`src/rtl/logic_unit_arbiter.sv`:
```
// Round-robin arbiter that time-shares one registered logical_unit between NREQ requesters.
// The winner's operands are latched onto lu_*, and its result comes back with a done pulse.
//
// state     | meaning
// S_IDLE    | waiting; picks the next requester from ptr_q and latches its operands
// S_ISSUE   | operands held on lu_*; the shared unit samples them this cycle
// S_CAPTURE | lu_res is valid; it is registered into result with a done pulse
module logic_unit_arbiter #(
    parameter int NREQ  = 4,
    parameter int WIDTH = 4,
    parameter int CNT_W = 8
) (
    input  logic                  clk,
    input  logic                  reset,
    input  logic [NREQ-1:0]       req,
    input  logic [NREQ*WIDTH-1:0] op1_bus,
    input  logic [NREQ*WIDTH-1:0] op2_bus,
    input  logic [NREQ*2-1:0]     sel_bus,
    output logic [NREQ-1:0]       grant,
    output logic [NREQ-1:0]       done,
    output logic [WIDTH-1:0]      result,
    output logic                  busy,
    output logic [CNT_W-1:0]      grant_count,
    output logic [WIDTH-1:0]      lu_op1,
    output logic [WIDTH-1:0]      lu_op2,
    output logic [1:0]            lu_sel,
    input  logic [WIDTH-1:0]      lu_res
);

    localparam int PTR_W = (NREQ > 1) ? $clog2(NREQ) : 1;

    typedef enum logic [1:0] {
        S_IDLE    = 2'd0,
        S_ISSUE   = 2'd1,
        S_CAPTURE = 2'd2
    } state_t;

    state_t             state_q;
    logic [PTR_W-1:0]   ptr_q;
    logic [PTR_W-1:0]   owner_q;
    logic [NREQ-1:0]    grant_q;
    logic [NREQ-1:0]    done_q;
    logic [WIDTH-1:0]   result_q;
    logic               busy_q;
    logic [CNT_W-1:0]   count_q;
    logic [WIDTH-1:0]   lu_op1_q;
    logic [WIDTH-1:0]   lu_op2_q;
    logic [1:0]         lu_sel_q;

    logic               found_d;
    logic [PTR_W-1:0]   pick_d;
    logic [PTR_W-1:0]   ptr_d;
    logic [PTR_W:0]     idx_d;

    // Scan from the round-robin pointer, wrapping at NREQ (which need not be a power of two).
    always_comb begin
        found_d = 1'b0;
        pick_d  = '0;
        idx_d   = '0;
        for (int k = 0; k < NREQ; k++) begin
            idx_d = {1'b0, ptr_q} + (PTR_W+1)'(k);
            if (idx_d >= (PTR_W+1)'(NREQ)) begin
                idx_d = idx_d - (PTR_W+1)'(NREQ);
            end
            if (!found_d && req[idx_d[PTR_W-1:0]]) begin
                found_d = 1'b1;
                pick_d  = idx_d[PTR_W-1:0];
            end
        end
    end

    always_comb begin
        ptr_d = '0;
        if (pick_d != PTR_W'(NREQ - 1)) begin
            ptr_d = pick_d + PTR_W'(1);
        end
    end

    always_ff @(posedge clk) begin
        if (reset) begin
            state_q  <= S_IDLE;
            ptr_q    <= '0;
            owner_q  <= '0;
            grant_q  <= '0;
            done_q   <= '0;
            result_q <= '0;
            busy_q   <= 1'b0;
            count_q  <= '0;
            lu_op1_q <= '0;
            lu_op2_q <= '0;
            lu_sel_q <= '0;
        end else begin
            grant_q <= '0;
            done_q  <= '0;
            case (state_q)
                S_IDLE: begin
                    if (found_d) begin
                        owner_q         <= pick_d;
                        ptr_q           <= ptr_d;
                        grant_q[pick_d] <= 1'b1;
                        count_q         <= count_q + CNT_W'(1);
                        lu_op1_q        <= op1_bus[pick_d*WIDTH +: WIDTH];
                        lu_op2_q        <= op2_bus[pick_d*WIDTH +: WIDTH];
                        lu_sel_q        <= sel_bus[pick_d*2 +: 2];
                        busy_q          <= 1'b1;
                        state_q         <= S_ISSUE;
                    end
                end
                S_ISSUE: begin
                    state_q <= S_CAPTURE;
                end
                S_CAPTURE: begin
                    result_q        <= lu_res;
                    done_q[owner_q] <= 1'b1;
                    busy_q          <= 1'b0;
                    state_q         <= S_IDLE;
                end
                default: begin
                    busy_q  <= 1'b0;
                    state_q <= S_IDLE;
                end
            endcase
        end
    end

    assign grant       = grant_q;
    assign done        = done_q;
    assign result      = result_q;
    assign busy        = busy_q;
    assign grant_count = count_q;
    assign lu_op1      = lu_op1_q;
    assign lu_op2      = lu_op2_q;
    assign lu_sel      = lu_sel_q;

endmodule
```
`config.mk`:
```
export PLATFORM = sky130hd
export DESIGN_NAME = logic_unit_arbiter
export DESIGN_NICKNAME = d
export VERILOG_FILES = /design/src/rtl/logic_unit_arbiter.sv
export SDC_FILE = /design/constraint.sdc
export NUM_CORES = 1
export LEC_CHECK = 0
export CAP_MARGIN = 20
export CORE_ASPECT_RATIO = 1.5
export CORE_MARGIN = 2
export CORE_UTILIZATION = 38
export CTS_CLUSTER_SIZE = 30
export DETAILED_ROUTE_END_ITERATION = 8
export PLACE_DENSITY_LB_ADDON = 0.3
export SYNTH_ARGS = -nofsm -noshare
export SYNTH_HDL_FRONTEND = slang
export SYNTH_SLANG_ARGS = --single-unit
```
`constraint.sdc`:
```
create_clock -name clk -period 1.55 [get_ports clk]
set_input_delay 0.2325 -clock clk [delete_from_list [all_inputs] [get_ports clk]]
set_output_delay 0.2325 -clock clk [all_outputs]
set_load 0.01 [all_outputs]
```
==> results.sh <==
export IMPL_worstSetupEndpointType="register"
export IMPL_dominantRegCellSynth="dfxtp_1"
export IMPL_ys_warn_count=0
export IMPL_slew_headroom_pct=71.7
export IMPL_core_rowCount=31
export IMPL_remaining_drc_errors=0
export IMPL_most_common_cell_after_layout_fill_and_taps_aside="clkdlybuf4s50_1"
export IMPL_clock_tree_sinks=37
export IMPL_yosys_area_top_type_share_pct=40.2
export IMPL_register_area_share_after_synthesis_pct=40.2
export IMPL_die_area_um2=5430
export IMPL_crit_required_ns=1.71
export IMPL_final_util_pct=64.1
export IMPL_synth_xor_xnor_area_share_pct=3.33
export IMPL_final_hold_viol_count=0
export IMPL_critPathArrivalTime_ns=1.70
export IMPL_layout_area_overhead_vs_synth_pct=64.6
export IMPL_mostFrequentLayoutCells="clkdlybuf4s50_1, dfxtp_1, buf_4"
export IMPL_grt_setup_unrepaired="true"
export IMPL_report_final_setup_viol=0
export IMPL_async_reset_ff_share_pct=0
export IMPL_die_height_um=89.3
export IMPL_via_count=1764
export IMPL_clk_transition_reported_paths_ns=0.07
export IMPL_instances_no_fill=354
export IMPL_synth_compound_area_share_pct=16.4
export IMPL_worst_ir_drop_vdd_mv=0.583
export IMPL_final_min_period_over_clock_period_pct=99.4
export IMPL_cts_tree="done"
export IMPL_final_min_clock_period_ns=1.54
export IMPL_layout_cell_share_with_drive_strength_beyond_1_pct=19.1
export IMPL_antenna_violating_nets_post_route=0
export IMPL_worst_skew_pair_late_latency_ns=0.29
export IMPL_slowest_stage_cell_crit_path="dfxtp_4"
export IMPL_run_status="complete, no violations"
export IMPL_synth_cell_area_um2=1840
export IMPL_timing_worst_setup_path_type="reg2reg"
export IMPL_totalPowerFinal_mw=2.89
export IMPL_cellPowerDensity_nw_per_um2=953
export IMPL_setup_tns_final_ns=0
export IMPL_cp_depth=7
export IMPL_final_count_of_pins_violating_max_slew=0
export IMPL_main_combinational_cell_family_by_area_after_synthesis="simple AND/OR/NAND/NOR gates"
export IMPL_cts_buffers=5
export IMPL_muxShareOfSynthArea_pct=9.78
export IMPL_antenna_found_initial=0
export IMPL_cp_buffers_inverters=2
export IMPL_post_synth_inst_count=186
export IMPL_synthDistinctLibCells=40
export IMPL_route_detailed_wl_per_inst_um=13.8
export IMPL_cp_cell_sequence="a21oi_2 > o21a_1 > o22ai_2 > inv_2 > buf_12 > mux2i_2 > o221ai_1"
export IMPL_crit_path_start_kind="register"
export IMPL_grt_overflow_total=0
export IMPL_placedCellCount=343
export IMPL_post_drt_via_cell_ratio=4.98
export IMPL_number_of_synthesized_flops_with_an_enable_pin=0
export IMPL_gp_congestion=0.771
export IMPL_core_um2=4730
export IMPL_synth_area_leaders="dfxtp_1, mux2i_1, nand3b_1, and4_1, ha_1"
export IMPL_cp_max_fo=7
export IMPL_grt_pass1_vias=1705
export IMPL_portBuffers=80
export IMPL_initial_utilization_pct=38.9
export IMPL_clockRootBuffer="clkbuf_8"
export IMPL_yosys_area_top_type="dfxtp_1"
export IMPL_detailed_place_hpwl_um=3760
export IMPL_fin_skew_ns=0.00627
export IMPL_grt_pass1_wl_um=7610
export IMPL_fmaxAchievable_mhz=649
export IMPL_hold_critical_path_depth=1
export IMPL_cts_hold_buffers=0
export IMPL_maximum_clock_insertion_buffer_count=2
export IMPL_max_slew_worst_pin_slew_ns=0.424
export IMPL_design_portCount=81
export IMPL_maximum_number_of_pins_on_one_net_before_global_route_repair=33
export IMPL_max_cap_violations=0
export IMPL_share_of_synthesized_cell_area_in_full_adder_half_adder_and_majority_cells_pct=3.40
export IMPL_post_synth_and_or_nand_nor_area_fraction_pct=23.4
export IMPL_drt_total_wl_um=4870
export IMPL_min_delay_path_class="reg2reg"
export IMPL_yosys_register_bits=37
export IMPL_timing_hold_ws_ns=0.469
export IMPL_avgSynthCellArea_um2=9.90
export IMPL_p_leak_nw=1.19
export IMPL_detailedRoute_firstIterationViolations=53
export IMPL_layout_nets=342
export IMPL_cts_htree_levels=2
export IMPL_die_w_um=60.8
export IMPL_syn_num_nets=241
export IMPL_timing_critical_path_max_delay_family="compound AO/OA/AOI/OAI gates"
export IMPL_r2r_worst_path_cells=7
export IMPL_firstDrtPassIters=4
export IMPL_grt_util_all_layers_pct=18.8
export IMPL_antenna_diode_count=0
export IMPL_critical_path_max_stage_delay_ns=0.39
==> layer usage <==
metal,wire (um),GRT usage (%),vias to the layer above,part of all wire (%)
li1,-,-,884,-
met2,2560,33.2,79,53
met1,1870,20.1,789,38
met5,0,0,-,0
met4,166,8.70,0,3.4
met3,278,5.21,12,5.7
==> cell type report <==
cell class | instances | area (um^2)
fillers | 415 | 1700
multi-input cells | 138 | 1060
repair buffers | 102 | 1000
flip-flops and latches | 37 | 747
clock buffers | 7 | 86.3
well taps | 66 | 82.6
clock inverters | 1 | 30.0
inverters | 3 | 18.8
==> through the flow <==
stage                     cell area (um^2)  setup slack (ns)
final                                 3030           0.00951
after global routing                  3030           -0.0648
after CTS                             3000            0.0102
after detailed placement              2860            -0.510
after global placement                2860            -0.444
after floorplan                       1840           0.00463
==> where the power goes <==
group / switching (mW) / internal [mW] / total, mW
sequential: 0.0740 / 1.05 / 1.12
clock: 0.328 / 0.524 / 0.852
combinational: 0.387 / 0.530 / 0.916
total: 0.789 / 2.10 / 2.89
==> sequential cells by signal (all words and copies together), names as in the netlist <==
signal	flops
state_q	2
lu_op1	4
ptr_q	2
busy	1
owner_q	2
grant	4
grant_count	8
lu_op2	4
lu_sel	2
result	4
done	4
==> worst paths after layout <==
check,startpoint,to,slack [ns]
setup / recovery,ptr_q[1]$_SDFFE_PP0P_,lu_op1[0]$_SDFFE_PP0P_,0.01
hold / removal,state_q[1]$_SDFFE_PP0P_,state_q[1]$_SDFFE_PP0P_,0.47
setup reg to reg,ptr_q[1]$_SDFFE_PP0P_,lu_op1[0]$_SDFFE_PP0P_,0.01
hold reg to reg,state_q[1]$_SDFFE_PP0P_,state_q[1]$_SDFFE_PP0P_,0.47
==> cell usage after synthesis, types with 6 or more instances <==
library cell and instances:
and4_1 8, xor2_1 6, nor2_1 13, mux2i_1 18, a21oi_1 7, o31a_1 7
nand2_1 14, dfxtp_1 37, and2_1 6, nand3b_1 10, o211ai_1 7, o21ai_2 7
==> kinds of logic after synthesis <==
kind of cell	after synthesis
mux	18
flops	37
simple gates	71
fa+ha+maj	5
xor+xnor	7
buf+inv	11
compound gates	37
==> timing repair <==
item                                    4_1_cts  5_1_grt
endpoints found under the setup margin       20       15
pin swaps                                     2        7
cloned                                        0        0
resized for setup                             8        9
setup buffers                                 3        0
(Power assumes the default switching activity.)
